[src/rtl/fx_param_controller_if.sv]
`default_nettype none
// ============================================================================
//  Module      : fx_param_controller_if
//  Description : Front-panel bus of the effects parameter controller.
//                Carries the raw push-buttons and selector switches in, and
//                the per-effect parameter values out to the effect datapaths.
//  Modports    : master - board/effects side (drives keys and switches)
//                slave  - the controller (drives parameter outputs)
//  Signals     : KEY3/KEY2 (active-low buttons), SW[9:0], active_fx[1:0],
//                trem_divisor[12:0], trem_frequency[31:0], trem_busy,
//                echo_delay[15:0], dist_gain[3:0], param_update
//  Revision    : 1.0 - initial release
// ============================================================================
interface fx_param_controller_if;
    logic        KEY3;
    logic        KEY2;
    logic [9:0]  SW;
    logic [1:0]  active_fx;
    logic [12:0] trem_divisor;
    logic [31:0] trem_frequency;
    logic        trem_busy;
    logic [15:0] echo_delay;
    logic [3:0]  dist_gain;
    logic        param_update;

    modport master (
        output KEY3, KEY2, SW,
        input  active_fx, trem_divisor, trem_frequency, trem_busy,
               echo_delay, dist_gain, param_update
    );

    modport slave (
        input  KEY3, KEY2, SW,
        output active_fx, trem_divisor, trem_frequency, trem_busy,
               echo_delay, dist_gain, param_update
    );
endinterface
`default_nettype wire

[src/rtl/fx_param_controller.sv]
`default_nettype none
// ============================================================================
//  Module      : fx_param_controller
//  Description : Shares the up (KEY3) / down (KEY2) buttons between the
//                tremolo, echo and distortion effects, holds each effect's
//                parameter and derives the tremolo LFO frequency with a
//                32-step sequential restoring divider.
//  Ports       : CLK    - system clock
//                RST_N  - asynchronous active-low reset
//                bus    - fx_param_controller_if.slave (keys, switches,
//                         parameter outputs, busy and update strobe)
//  Revision    : 1.0 - initial release
// ============================================================================
module fx_param_controller #(
    parameter int unsigned CLK_HZ          = 50000000,
    parameter int unsigned DEBOUNCE_CYCLES = 500000,
    parameter int unsigned TREM_INIT       = 2560,
    parameter int unsigned TREM_STEP       = 256,
    parameter int unsigned TREM_MIN        = 256,
    parameter int unsigned TREM_MAX        = 5120,
    parameter int unsigned ECHO_INIT       = 8192,
    parameter int unsigned ECHO_STEP       = 1024,
    parameter int unsigned ECHO_MAX        = 32768,
    parameter int unsigned GAIN_INIT       = 4,
    parameter int unsigned GAIN_MAX        = 15
) (
    input  logic                 CLK,
    input  logic                 RST_N,
    fx_param_controller_if.slave bus
);

    localparam int CNTW = (DEBOUNCE_CYCLES > 1) ? $clog2(DEBOUNCE_CYCLES) : 1;
    localparam logic [CNTW-1:0] C_CNT_LAST  = CNTW'(DEBOUNCE_CYCLES - 1);
    localparam logic [12:0]     C_TREM_INIT = 13'(TREM_INIT);
    localparam logic [12:0]     C_TREM_STEP = 13'(TREM_STEP);
    localparam logic [12:0]     C_TREM_MIN  = 13'(TREM_MIN);
    localparam logic [12:0]     C_TREM_MAX  = 13'(TREM_MAX);
    localparam logic [15:0]     C_ECHO_INIT = 16'(ECHO_INIT);
    localparam logic [15:0]     C_ECHO_STEP = 16'(ECHO_STEP);
    localparam logic [15:0]     C_ECHO_MAX  = 16'(ECHO_MAX);
    localparam logic [3:0]      C_GAIN_INIT = 4'(GAIN_INIT);
    localparam logic [3:0]      C_GAIN_MAX  = 4'(GAIN_MAX);
    localparam logic [31:0]     C_DIVIDEND  = 32'(CLK_HZ);
    // Frequency for the reset divisor is fixed at elaboration, so reset
    // never has to run the divider.
    localparam logic [31:0]     C_FREQ_INIT = 32'(CLK_HZ / TREM_INIT);

    typedef enum logic [1:0] {
        S_IDLE = 2'd0,
        S_DIV  = 2'd1,
        S_DONE = 2'd2
    } state_t;

    // ------------------------------------------------------------------
    // Key path: 2-FF synchronizer, debounce counter, press pulse.
    // Index 1 = KEY3 (up), index 0 = KEY2 (down).
    // ------------------------------------------------------------------
    logic [1:0] w_key_raw;
    logic [1:0] w_press;

    assign w_key_raw = {bus.KEY3, bus.KEY2};

    generate
        for (genvar k = 0; k < 2; k++) begin : g_key
            logic            meta_q;
            logic            sync_q;
            logic            deb_q;
            logic            press_q;
            logic [CNTW-1:0] cnt_q;

            always_ff @(posedge CLK or negedge RST_N) begin
                if (!RST_N) begin
                    meta_q  <= 1'b1;
                    sync_q  <= 1'b1;
                    deb_q   <= 1'b1;
                    press_q <= 1'b0;
                    cnt_q   <= '0;
                end else begin
                    meta_q <= w_key_raw[k];
                    sync_q <= meta_q;
                    if (sync_q != deb_q) begin
                        // Accept the new level on its Nth consecutive cycle.
                        if (cnt_q == C_CNT_LAST) begin
                            deb_q   <= sync_q;
                            cnt_q   <= '0;
                            press_q <= ~sync_q;
                        end else begin
                            cnt_q   <= cnt_q + 1'b1;
                            press_q <= 1'b0;
                        end
                    end else begin
                        cnt_q   <= '0;
                        press_q <= 1'b0;
                    end
                end
            end

            assign w_press[k] = press_q;
        end
    endgenerate

    // ------------------------------------------------------------------
    // Parameter registers and tremolo divider FSM
    // ------------------------------------------------------------------
    state_t      state_q;
    logic [1:0]  active_q, active_d;
    logic [12:0] div_q, div_d;
    logic [31:0] freq_q;
    logic [15:0] echo_q, echo_d;
    logic [3:0]  gain_q, gain_d;
    logic        busy_q;
    logic        pu_q;
    logic [12:0] rem_q, rem_d;
    logic [31:0] quo_q, quo_d;
    logic [4:0]  iter_q;

    logic        w_up, w_dn;
    logic        w_trem_dec, w_trem_inc, w_trem_start;
    logic        w_echo_up, w_echo_dn, w_gain_up, w_gain_dn;
    logic        w_div_last;
    logic [13:0] w_rem_sh;
    logic        w_ge;
    logic        w_unused_sw;

    assign w_unused_sw = ^bus.SW[6:0];

    // Simultaneous up and down events cancel each other.
    assign w_up = w_press[1] & ~w_press[0];
    assign w_dn = w_press[0] & ~w_press[1];

    always_comb begin
        active_d = 2'd0;
        if (bus.SW[9])      active_d = 2'd1;
        else if (bus.SW[8]) active_d = 2'd2;
        else if (bus.SW[7]) active_d = 2'd3;
    end

    // Up lowers the tremolo divisor (faster LFO); tremolo events are
    // ignored while a division is in flight.
    assign w_trem_dec   = w_up & (active_q == 2'd1) & (state_q != S_DIV) & (div_q > C_TREM_MIN);
    assign w_trem_inc   = w_dn & (active_q == 2'd1) & (state_q != S_DIV) & (div_q < C_TREM_MAX);
    assign w_trem_start = w_trem_dec | w_trem_inc;
    assign div_d        = w_trem_dec ? (div_q - C_TREM_STEP) :
                          w_trem_inc ? (div_q + C_TREM_STEP) : div_q;

    assign w_echo_up = w_up & (active_q == 2'd2) & (echo_q < C_ECHO_MAX);
    assign w_echo_dn = w_dn & (active_q == 2'd2) & (echo_q > C_ECHO_STEP);
    assign echo_d    = w_echo_up ? (echo_q + C_ECHO_STEP) :
                       w_echo_dn ? (echo_q - C_ECHO_STEP) : echo_q;

    assign w_gain_up = w_up & (active_q == 2'd3) & (gain_q < C_GAIN_MAX);
    assign w_gain_dn = w_dn & (active_q == 2'd3) & (gain_q > 4'd1);
    assign gain_d    = w_gain_up ? (gain_q + 4'd1) :
                       w_gain_dn ? (gain_q - 4'd1) : gain_q;

    // One restoring-division step: shift the next dividend bit into the
    // partial remainder and subtract the divisor when it fits.
    assign w_rem_sh   = {rem_q, quo_q[31]};
    assign w_ge       = (w_rem_sh >= {1'b0, div_q});
    assign rem_d      = w_ge ? 13'(w_rem_sh - {1'b0, div_q}) : w_rem_sh[12:0];
    assign quo_d      = {quo_q[30:0], w_ge};
    assign w_div_last = (state_q == S_DIV) && (iter_q == 5'd31);

    always_ff @(posedge CLK or negedge RST_N) begin
        if (!RST_N) begin
            state_q  <= S_IDLE;
            active_q <= 2'd0;
            div_q    <= C_TREM_INIT;
            freq_q   <= C_FREQ_INIT;
            echo_q   <= C_ECHO_INIT;
            gain_q   <= C_GAIN_INIT;
            busy_q   <= 1'b0;
            pu_q     <= 1'b0;
            rem_q    <= '0;
            quo_q    <= '0;
            iter_q   <= '0;
        end else begin
            active_q <= active_d;
            echo_q   <= echo_d;
            gain_q   <= gain_d;
            // A division finishing together with an echo/gain change still
            // yields a single strobe.
            pu_q     <= w_echo_up | w_echo_dn | w_gain_up | w_gain_dn | w_div_last;

            case (state_q)
                S_IDLE, S_DONE: begin
                    if (w_trem_start) begin
                        div_q   <= div_d;
                        busy_q  <= 1'b1;
                        rem_q   <= '0;
                        quo_q   <= C_DIVIDEND;
                        iter_q  <= '0;
                        state_q <= S_DIV;
                    end else begin
                        state_q <= S_IDLE;
                    end
                end
                S_DIV: begin
                    rem_q  <= rem_d;
                    quo_q  <= quo_d;
                    iter_q <= iter_q + 5'd1;
                    if (iter_q == 5'd31) begin
                        freq_q  <= quo_d;
                        busy_q  <= 1'b0;
                        state_q <= S_DONE;
                    end
                end
                default: state_q <= S_IDLE;
            endcase
        end
    end

    assign bus.active_fx      = active_q;
    assign bus.trem_divisor   = div_q;
    assign bus.trem_frequency = freq_q;
    assign bus.trem_busy      = busy_q;
    assign bus.echo_delay     = echo_q;
    assign bus.dist_gain      = gain_q;
    assign bus.param_update   = pu_q;

endmodule
`default_nettype wire

[src/flat_wrapper.sv]
// flat-port wrapper written by rule: the top's interface ports become plain ports
module fx_param_controller_flat 
#(
    parameter int unsigned CLK_HZ          = 50000000,
    parameter int unsigned DEBOUNCE_CYCLES = 500000,
    parameter int unsigned TREM_INIT       = 2560,
    parameter int unsigned TREM_STEP       = 256,
    parameter int unsigned TREM_MIN        = 256,
    parameter int unsigned TREM_MAX        = 5120,
    parameter int unsigned ECHO_INIT       = 8192,
    parameter int unsigned ECHO_STEP       = 1024,
    parameter int unsigned ECHO_MAX        = 32768,
    parameter int unsigned GAIN_INIT       = 4,
    parameter int unsigned GAIN_MAX        = 15
)
  (CLK, RST_N, bus_KEY3, bus_KEY2, bus_SW, bus_active_fx, bus_trem_divisor, bus_trem_frequency, bus_trem_busy, bus_echo_delay, bus_dist_gain, bus_param_update);
  fx_param_controller_if bus_i ();
  input  logic CLK;
  input  logic RST_N;
  input wire logic [$bits(bus_i.KEY3)-1:0] bus_KEY3;
  input wire logic [$bits(bus_i.KEY2)-1:0] bus_KEY2;
  input wire logic [$bits(bus_i.SW)-1:0] bus_SW;
  output wire logic [$bits(bus_i.active_fx)-1:0] bus_active_fx;
  output wire logic [$bits(bus_i.trem_divisor)-1:0] bus_trem_divisor;
  output wire logic [$bits(bus_i.trem_frequency)-1:0] bus_trem_frequency;
  output wire logic [$bits(bus_i.trem_busy)-1:0] bus_trem_busy;
  output wire logic [$bits(bus_i.echo_delay)-1:0] bus_echo_delay;
  output wire logic [$bits(bus_i.dist_gain)-1:0] bus_dist_gain;
  output wire logic [$bits(bus_i.param_update)-1:0] bus_param_update;
  assign bus_i.KEY3 = bus_KEY3;
  assign bus_i.KEY2 = bus_KEY2;
  assign bus_i.SW = bus_SW;
  assign bus_active_fx = bus_i.active_fx;
  assign bus_trem_divisor = bus_i.trem_divisor;
  assign bus_trem_frequency = bus_i.trem_frequency;
  assign bus_trem_busy = bus_i.trem_busy;
  assign bus_echo_delay = bus_i.echo_delay;
  assign bus_dist_gain = bus_i.dist_gain;
  assign bus_param_update = bus_i.param_update;
  fx_param_controller #(.CLK_HZ(CLK_HZ), .DEBOUNCE_CYCLES(DEBOUNCE_CYCLES), .TREM_INIT(TREM_INIT), .TREM_STEP(TREM_STEP), .TREM_MIN(TREM_MIN), .TREM_MAX(TREM_MAX), .ECHO_INIT(ECHO_INIT), .ECHO_STEP(ECHO_STEP), .ECHO_MAX(ECHO_MAX), .GAIN_INIT(GAIN_INIT), .GAIN_MAX(GAIN_MAX)) u_core (.CLK(CLK), .RST_N(RST_N), .bus(bus_i));
endmodule
[config.mk]
export PLATFORM = sky130hd
export DESIGN_NAME = fx_param_controller_flat
export DESIGN_NICKNAME = d
export VERILOG_FILES = /design/src/rtl/fx_param_controller_if.sv /design/src/rtl/fx_param_controller.sv /design/src/flat_wrapper.sv
export SDC_FILE = /design/constraint.sdc
export NUM_CORES = 1
export LEC_CHECK = 0
export CORE_ASPECT_RATIO = 1.2
export CORE_UTILIZATION = 45
export DETAILED_ROUTE_END_ITERATION = 8
export HOLD_SLACK_MARGIN = 0.05
export MAX_ROUTING_LAYER = met4
export PLACE_DENSITY = 0.69
export SYNTH_ARGS = -nofsm -noshare
export SYNTH_HDL_FRONTEND = slang
export SYNTH_SLANG_ARGS = --single-unit
export TNS_END_PERCENT = 50
[constraint.sdc]
create_clock -name CLK -period 2.3 [get_ports CLK]
set_clock_uncertainty 0.15 [all_clocks]
set_input_delay 0.46 -clock CLK [delete_from_list [all_inputs] [get_ports CLK]]
set_output_delay 0.46 -clock CLK [all_outputs]
set_load 0.1 [all_outputs]
==> results.md, run 1 <==
- Status: complete, no violations
- Sw Share: 21.2%
- Ys async rst share: 100%
- Layout Cells excl Fill: 949
- Vias/cell: between 5 and 6
- Main area contributors after synthesis: dfrtp_1 (48%), dfstp_2 (6.5%), mux2_2 (5.6%)
- Total CTS buffers: 17
- RD Place Congestion: 0.790
- Clock Power Share: 51.3%
- Max Slew Vio Count: 0
- Share of power burned in registers: 44.4%
- Synth top area share: 47.9%
- # rows: 49
- Iter 0 DRT Violations: 317
- Drt total wl: 13.7 mm
- Crit-path cells: inv_6 -> ha_4 -> nor3b_2 -> nand4b_1 -> a2111oi_2 -> a31oi_1 -> a32o_1
- ANT cells: 0
- Crit-path max cell delay: 630 ps
- Fmax: 443 MHz
- Cell family with most CP delay: compound AO/OA/AOI/OAI gates
- Fraction of layout instances using a drive strength above 1: 28.1%
- Yosys cell types: 57
- R2R setup slack: 40 ps
- Residual DRC: 0
- # placed instances: slightly above 900
- Final Worst Setup Slack: 40.4 ps
- Final Cycle Share: 98.2%
- Clk sink count: 149
- Placed Area: 0.00795 mm2
- Die area: about 0.016 mm2
- Die W: 115 um
- Synth area leader: dfrtp_1
- DRT Pass-1 Iters: 6
- Main flop type after synthesis: dfrtp_1
- Slew @ Worst Pin: 542 ps
- IO buf count: 57
- Post-synth EDFFs: 0
- HP Class: reg -> reg
- Final Hold Vio Count: 0
- Vias in the first global route: 4934
- Reg clk slew, reported paths: approximately 60 ps
- Critical Path Source Type: flop
- Worst-path fanout max: 4
- First-pass GRT wire length: around 23 mm
- Synthesized area: 0.00689 mm2
- CP arrival: 2410 ps
- CP bufs+invs: 1
- TritonCTS clock tree: done
- Layout Nets: 765
- Worst slack at placement: -44.2 ps
- Total core area: 0.0150 mm2
- H-tree depth: 4
- Die Height: 138 um
- Synth Instances: 652
- Area growth syn-to-layout: 26.6%
- Leak: roughly 0.0041 uW
- Clk_lat worst skew: 420 ps
- Starting utilization of the core area: 46.1%
- Unrepaired setup endpoints after global routing: true
- Design Area, Final: 0.00873 mm2
- Final setup violation count: 0
- Seq/Total Area, Yosys: 54.4%
- Synth Area per Inst: approximately 11 um2
- Internal Power: 4720 uW
- Comb power frac: 4.3%
- GR Util All Layers: 19.5%
- Vias: 4853
- Clk buf depth: 2
- Setup TNS: 0 ps
- Max cap viols: 0
- Worst rel slew slack: 63.9%
- Final ANT Viol Nets: 0
- PwrDens: 686 mW/mm2
- DR WL/cell: 14.4 um
- Initial antenna violation count: 0
- Setup CP Type: reg -> reg
- Largest net degree at the start of global routing: between 50 and 60
- Critical path required time: 2450 ps
- Max IR drop VDD: roughly 0.98 mV
- Total grt overflow: 0
- Synth Warn #: 0
- Fillers: 1245
- Switching Power: 1270 uW
- CTS Root Cell: clkbuf_16
- Slowest CP cell: dfstp_4
- Final HPWL DP: ~9.2 mm
- #FFs+latches synth: 149
- Final Critical Period: between 2000 and 2500 ps
- Critical Path Sink Type: flop
- Num ports: between 80 and 90
-- power groups by stage --
stage                     clock (uW)  combinational, uW  sequential [uW]
after floorplan                    0                181             2720
after global placement             0                259             2700
final                           3070                260             2660
after detailed placement           0                263             2700
after global routing            3220                280             2660
after CTS                       3110                265             2660
-- area by class of cell --
type | instances | area [um2] | share of cell area, %
multi-input combinational | 461 | 3110 | 35.7
sequential | 149 | 3770 | 43.2
inverter | 17 | 73.8 | 0.846
timing repair buffer | 86 | 852 | 9.76
tap | 204 | 255 | 2.92
clock inverter | 8 | 169 | 1.94
clock buffer | 24 | 492 | 5.63
-- worst paths after layout --
path / from / to / depth (start not counted)
worst max-delay path: u_core.bus.trem_divisor[11]$_DFFE_PN1P_ / u_core.rem_q[12]$_DFFE_PN0P_ / 7
worst min-delay path: u_core.g_key[1].meta_q$_DFF_PN1_ / u_core.g_key[1].sync_q$_DFF_PN1_ / 0
worst max register to register: u_core.bus.trem_divisor[11]$_DFFE_PN1P_ / u_core.rem_q[12]$_DFFE_PN0P_ / 7
worst min register to register: u_core.g_key[1].meta_q$_DFF_PN1_ / u_core.g_key[1].sync_q$_DFF_PN1_ / 0
max in group asynchronous: RST_N / u_core.g_key[1].deb_q$_DFFE_PN1P_ / 3
min in group asynchronous: RST_N / u_core.quo_q[4]$_DFFE_PN0P_ / 2
-- layer usage --
layer | GRT usage (%) | share of wire, % | up-vias | wire (um)
li1 | - | - | 2357 | -
met1 | 23.2 | 43 | 2420 | 5870
met2 | 32.9 | 53 | 59 | 7300
met3 | 3.56 | 2.2 | 17 | 299
met4 | 7.43 | 1.5 | 0 | 204
met5 | - | 0 | - | 0
-- Yosys cell counts (10+ instances only) --
library cell,n
a21oi_1,18
dfrtp_1,132
and3_1,10
dfstp_2,17
nor2_1,73
ha_1,18
mux2_2,34
nand2_1,86
buf_2,11
xor2_1,27
inv_1,17
xnor2_1,24
nand3_1,58
o21ai_0,12
nand4_1,12
buf_4,18
-- kinds of logic after synthesis --
group	count (synthesis)	share of synthesized area [%]
AOI/OAI and AO/OA	51	4.83
xor gates and xnor gates	51	6.48
adders and majority gates	19	3.56
buffers and inverters	59	4.50
DFF	149	54.4
muxes	39	6.35
other	1	0.0544
and+or+nand+nor	283	19.8
-- layout by cell type (no fill, tap or decap), types with 12 or more instances in the layout --
cell type,instances
nor2_1,73
xnor2_1,24
conb_1,18
clkbuf_16,17
buf_12,15
xor2_1,27
nand2_1,84
dfrtp_1,127
inv_1,14
ha_1,12
a21oi_1,16
nand4_1,12
nand3_1,50
dfstp_2,15
buf_4,64
mux2_2,34
-- sequential cells by signal, summed over array words and instances (netlist names), 4 cells and up --
name and count:
u_core.g_key.cnt_q 38, u_core.bus.trem_frequency 32, u_core.quo_q 32, u_core.rem_q 13, u_core.bus.echo_delay 6, u_core.bus.trem_divisor 5, u_core.iter_q 5, u_core.bus.dist_gain 4
-- per-stage QoR --
step	power, uW	hold WS (ps)	util (%)
2_1_floorplan	2900	14.4	-
3_3_place_gp	2960	199	53.2
3_5_place_dp	2970	201	53.2
4_1_cts	6040	211	57.8
5_1_grt	6160	215	58.3
6_report	5990	208	58.3
-- timing repair --
| action | 4_1_cts | 5_1_grt |
|---|---|---|
| hold endpoints to repair | 43 | 0 |
| setup buffers | 0 | 3 |
| endpoints found under the setup margin | 5 | 24 |
| hold buffers | 1 | 0 |
| gates resized for setup | 3 | 11 |
| pin swaps | 0 | 7 |
Power figures use the tool's default switching activity.
==> run 2: changes to the inputs <==
- clock period: 2.3 -> 1.86 ns (I/O delays scaled with it)
==> run 2 against run 1 <==
The flow now finishes with violations (setup timing). Register-to-register slack worse by 530 ps. Critical path depth increased by 1. Design area is 20% higher. Largest power group unchanged.
==> results.md, run 2 (synthesized netlist as in run 1, its figures left out) <==
- Status: finished with violations
- Failing checks: setup timing
- DR WL/cell: 18.5 um
- Initial antenna violation count: 0
- PwrDens: ~710 mW/mm2
- Final Worst Setup Slack: -490 ps
- Max cap viols: 0
- Critical Path Source Type: flop
- Reg clk slew, reported paths: 60 ps
- DRT Pass-1 Iters: 5
- Clk sink count: ~150
- Routing usage on met1: between 20% and 30%
- Area of the multi-input gates: 0.00359 mm2
- Commonest non-fill, non-tap cell in the layout: dfrtp_1
- Vias: 5575
- Clk buf depth: 2
- CTS Root Cell: clkbuf_16
- Max reg flops: 38
- Area growth syn-to-layout: 52.1%
- Worst rel slew slack: 47.4%
- H-tree depth: 4
- Fillers: 994
- Vias/cell: 5.43
- Total power: 7440 uW
- Final Critical Period: 2350 ps
- Total core area: 0.0150 mm2
- Critical path required time: 2030 ps
- Total grt overflow: 0
- TritonCTS clock tree: done
- Busiest grt layer: met2
- Fraction of layout instances using a drive strength above 1: 45.3%
- Largest net degree at the start of global routing: 41
- Worst-path fanout max: 4
- Final Cycle Share: 126%
- Max IR drop VDD: slightly above 0.5 mV
- Num ports: slightly above 80
- M3 GR Usage: 4.49%
- Die W: ~110 um
- Register Area: 0.00379 mm2
- Starting utilization of the core area: 46.1%
- Critical Path Sink Type: flop
- Vias in the first global route: 5551
- Leak: ~0.0048 uW
- Total CTS buffers: 17
- Residual DRC: 0
- Final ANT Viol Nets: 0
- HP Class: in -> reg
- Unrepaired setup endpoints after global routing: true
- Die Height: about 140 um
- CP arrival: between 2000 and 3000 ps
- Iter 0 DRT Violations: ~360
- Setup TNS: -25860 ps
- Die area: approximately 0.016 mm2
- Fmax: 425 MHz
- # rows: 49
- Max Slew Vio Count: 0
- Final Hold Vio Count: 0
- Slew @ Worst Pin: 788 ps
- GR Util All Layers: 22.9%
- First-pass GRT wire length: 26.9 mm
- Final HPWL DP: 10.4 mm
- Setup CP Type: reg -> reg
- Final setup violation count: 81
- RD Place Congestion: 0.826
- Clk_lat worst skew: 440 ps
- Register with the most flip-flops: u_core.g_key.cnt_q
- ANT cells: 0
- Most frequent cells in the layout: dfrtp_1 (120), nand2_1 (76), buf_4 (75)
- Layout Nets: 842
- IO buf count: 57
- M2 GR Usage: 38.7%
- Drt total wl: between 15 and 20 mm
==> run 2: worst paths after layout <==
| kind | start | end | slack [ps] | depth (start not counted) |
|---|---|---|---|---|
| min | bus_KEY3 | u_core.g_key[1].meta_q$_DFF_PN1_ | 190 | 1 |
| max in group asynchronous | RST_N | u_core.bus.trem_frequency[11]$_DFFE_PN1P_ | 670 | 3 |
| max | u_core.bus.trem_divisor[8]$_DFFE_PN0P_ | u_core.rem_q[12]$_DFFE_PN0P_ | -490 | 8 |
| min in group asynchronous | RST_N | u_core.bus.trem_frequency[2]$_DFFE_PN0P_ | 250 | 2 |
| min reg2reg | u_core.g_key[0].meta_q$_DFF_PN1_ | u_core.g_key[0].sync_q$_DFF_PN1_ | 210 | 0 |
| max reg2reg | u_core.bus.trem_divisor[8]$_DFFE_PN0P_ | u_core.rem_q[12]$_DFFE_PN0P_ | -490 | 8 |
==> run 2: routing by layer <==
| layer | part of all wire [%] | vias to the layer above | wire (um) |
|---|---|---|---|
| met5 | 0 | - | 0 |
| met4 | 3.7 | 0 | 699 |
| met3 | 3.5 | 58 | 663 |
| met2 | 54 | 161 | 10300 |
| met1 | 39 | 2839 | 7380 |
| li1 | - | 2517 | - |
==> run 2: layout make-up <==
type	instances	share of cell area (%)
flip-flops and latches	149	36.1
well taps	204	2.44
clock buffers	19	4.32
multi-input cells	463	34.2
inverters	17	0.680
repair buffers	161	20.3
clock inverters	13	1.86
==> run 2: repair_timing <==
action,4_1_cts,5_1_grt
pin swaps,13,29
hold endpoints to repair,106,0
gates cloned,3,8
resized for setup,29,90
setup endpoints to repair,113,135
buffers inserted,5,16
hold buffers,1,0
==> run 2: critical path, cell delays in order (launching register included) <==
cell,delay [ps]
dfrtp_4,530
ha_4,190
fa_2,360
nor2b_2,270
o31ai_4,120
buf_4,140
buf_4,120
buf_4,120
a32o_1,230
==> run 2: through the flow <==
stage | area, um2 | cells | hold slack (ps) | utilization [%] | setup WS (ps)
after floorplan | 7250 | 669 | -73.6 | - | -502
after global placement | 8940 | 961 | 137 | 59.8 | -432
after detailed placement | 8940 | 961 | 143 | 59.8 | -461
after CTS | 9870 | 1002 | 178 | 66.0 | -393
after global routing | 10500 | 1026 | 212 | 70.1 | -527
final | 10500 | 1026 | 191 | 70.1 | -490
==> run 2: power by group <==
group / leakage [uW] / switching, uW / internal (uW) / total [uW]
Sequential: 0.00199 / 18.0 / 3260 / 3280
Clock: 0.000307 / 1450 / 2330 / 3780
Combinational: 0.00245 / 297 / 76.2 / 373
==> run 3: changes to the inputs <==
- SKIP_LAST_GASP: not set -> 1
- TNS_END_PERCENT: 50 -> not set
==> run 3 against run 2 <==
The run still ends with setup timing left. Design area is 0.41% lower. Combinational power hardly changed. Clock power is 7.1% lower. Largest power group unchanged. Via count is 3.0% lower. Sequential power hardly changed. Count of clock-buffer cells in the layout is 2 lower. Maximum frequency is 3.9% higher. Critical path type unchanged. Final cell count is 0.97% lower. First-iteration DRC count is 17% lower. Non-clock buffer count is 11 lower. Sequential cell count stayed put.
==> results.md, run 3 (synthesized netlist as in run 1, its figures left out) <==
- GR Util All Layers: around 22%
- # rows: 49
- Final Hold Vio Count: 0
- R2R cell count: 7
- Commonest non-fill, non-tap cell in the layout: dfrtp_1
- First-pass GRT wire length: 26.5 mm
- Num ports: 83
- RR Endpoint: u_core.rem_q[12]$_DFFE_PN0P_
- Comb power frac: 5.2%
- CTS Root Cell: clkbuf_16
- Register with the most flip-flops: u_core.g_key.cnt_q
- Total power: 7170 uW
- Worst slack at placement: -445 ps
- DRT Pass-1 Iters: 7
- Switching Power: roughly 1700 uW
- Final Cycle Share: 122%
- Final Worst Setup Slack: -402 ps
- Max Slew Vio Count: 0
- Layout Cells excl Fill: roughly 1000
- Share of power burned in registers: 45.9%
- Failing checks: setup timing
- Clk_lat worst skew: 420 ps
- Min Hold Slack: between 200 and 250 ps
- Setup CP Type: reg -> reg
- Total grt overflow: 0
- Most frequent cells in the layout: dfrtp_1 (119), nand2_1 (82), buf_4 (66)
- Slew @ Worst Pin: roughly 680 ps
- Die W: 115 um
- Layout Nets: 832
- Reg clk slew, reported paths: 60 ps
- Max reg flops: 38
- Drt total wl: between 15 and 20 mm
- Clock Power Share: 48.9%
- Fmax: 442 MHz
- CP Launch Point: u_core.bus.trem_divisor[11]$_DFFE_PN1P_
- Largest net degree at the start of global routing: 54
- PwrDens: 687 mW/mm2
- Iter 0 DRT Violations: 298
- Final setup violation count: 90
- Initial antenna violation count: 0
- Clk sink count: 149
- Total CTS buffers: 17
- Sw Share: 23.8%
- Starting utilization of the core area: a little under half
- Internal Power: 5460 uW
- R2R setup slack: -400 ps
- Final Critical Period: roughly 2300 ps
- Die area: 0.0158 mm2
- # placed instances: 952
- Die Height: between 100 and 150 um
- DR WL/cell: 16.4 um
- Final HPWL DP: 9.98 mm
- Critical Path Source Type: flop
- Vias: ~5400
- Final ANT Viol Nets: 0
- Area growth syn-to-layout: 51.5%
- Critical Path Sink Type: flop
- Worst rel slew slack: 54.7%
- Max cap viols: 0
- IO buf count: 57
- Critical path required time: 2020 ps
- RD Place Congestion: 0.859
- Residual DRC: 0
- TritonCTS clock tree: done
- Leak: between 0.004 and 0.005 uW
- Total core area: about 0.015 mm2
- Status: finished with violations
- H-tree depth: 4
- RR Startpoint: u_core.bus.trem_divisor[11]$_DFFE_PN1P_
- Setup TNS: -20020 ps
- CP arrival: 2420 ps
- Vias in the first global route: 5534
- Clk buf depth: 2
- Vias/cell: 5.32
- Unrepaired setup endpoints after global routing: true
- Fraction of layout instances using a drive strength above 1: 43.8%
- Worst Setup EP: u_core.rem_q[12]$_DFFE_PN0P_
- Max IR drop VDD: about 0.56 mV
- Worst-path fanout max: 3
- HP Class: in -> reg
- ANT cells: 0
-- run 3: cell count changes in the layout (fill, tap and decap cells not counted), moves of 3 or more --
cell	change
mux2_2	-14
mux2_4	+14
buf_4	-9
nand2_2	-8
nand3_1	+7
nand2_1	+6
buf_16	+4
buf_6	-4
clkinv_2	+4
nand2_4	+4
nand3_4	-4
clkbuf_16	-3
nand3_2	-3
nor2_1	-3
-- run 3: worst min path at each step --
stage / cells after the start / to / slack, ps / from
after detailed placement: 1 / u_core.bus.trem_frequency[2]$_DFFE_PN0P_ / 100 / RST_N
after floorplan: 0 / u_core.bus.active_fx[0]$_DFF_PN0_ / -70 / RST_N
after global routing: 1 / u_core.g_key[0].meta_q$_DFF_PN1_ / 190 / bus_KEY2
final: 1 / u_core.g_key[1].meta_q$_DFF_PN1_ / 200 / bus_KEY3
after CTS: 1 / u_core.g_key[1].meta_q$_DFF_PN1_ / 190 / bus_KEY3
after global placement: 1 / u_core.bus.trem_frequency[2]$_DFFE_PN0P_ / 100 / RST_N
-- run 3: layer usage --
layer  GRT usage [%]  up-vias  part of all wire [%]
met1            26.4     2746                    41
met2            38.1      124                    54
li1                -     2494                     -
met3            4.40       41                   3.1
met4            8.66        0                   2.5
met5               -        -                     0
-- run 3: cell type report --
class | count | area [um2]
fill | 1006 | 4520
sequential | 149 | 3800
multi-input combinational | 464 | 3630
timing repair buffer | 150 | 2080
clock buffer | 17 | 425
tap | 204 | 255
clock inverter | 15 | 179
inverter | 17 | 71.3
-- run 3: through the flow --
step                util, %  instance area [um2]
floorplan                 -                 7320
global placement       59.8                 8940
detailed placement     59.8                 8940
CTS                    67.8                10100
global route           69.8                10400
finish                 69.8                10400
-- run 3: what timing repair did --
| item | 4_1_cts | 5_1_grt |
|---|---|---|
| gates resized for setup | 54 | 59 |
| setup buffers | 17 | 8 |
| endpoints found under the hold margin | 136 | 0 |
| pin swaps | 25 | 16 |
| setup endpoints to repair | 120 | 122 |
| hold buffers | 1 | 0 |
| cloned | 7 | 3 |
-- run 3: critical path, cell delays in order, from the launching register on --
cell,delay (ps)
dfstp_4,630
inv_4,40
ha_4,270
nor3b_4,180
nand4b_1,200
a2111oi_2,340
a31oi_1,70
a32o_1,260
-- run 3: power by group through the flow --
stage / Sequential (uW) / Combinational (uW) / Clock [uW]
6_report: 3290 / 375 / 3510
5_1_grt: 3290 / 403 / 3730
4_1_cts: 3280 / 366 / 3570
3_5_place_dp: 3340 / 347 / 0
3_3_place_gp: 3340 / 341 / 0
2_1_floorplan: 3360 / 227 / 0
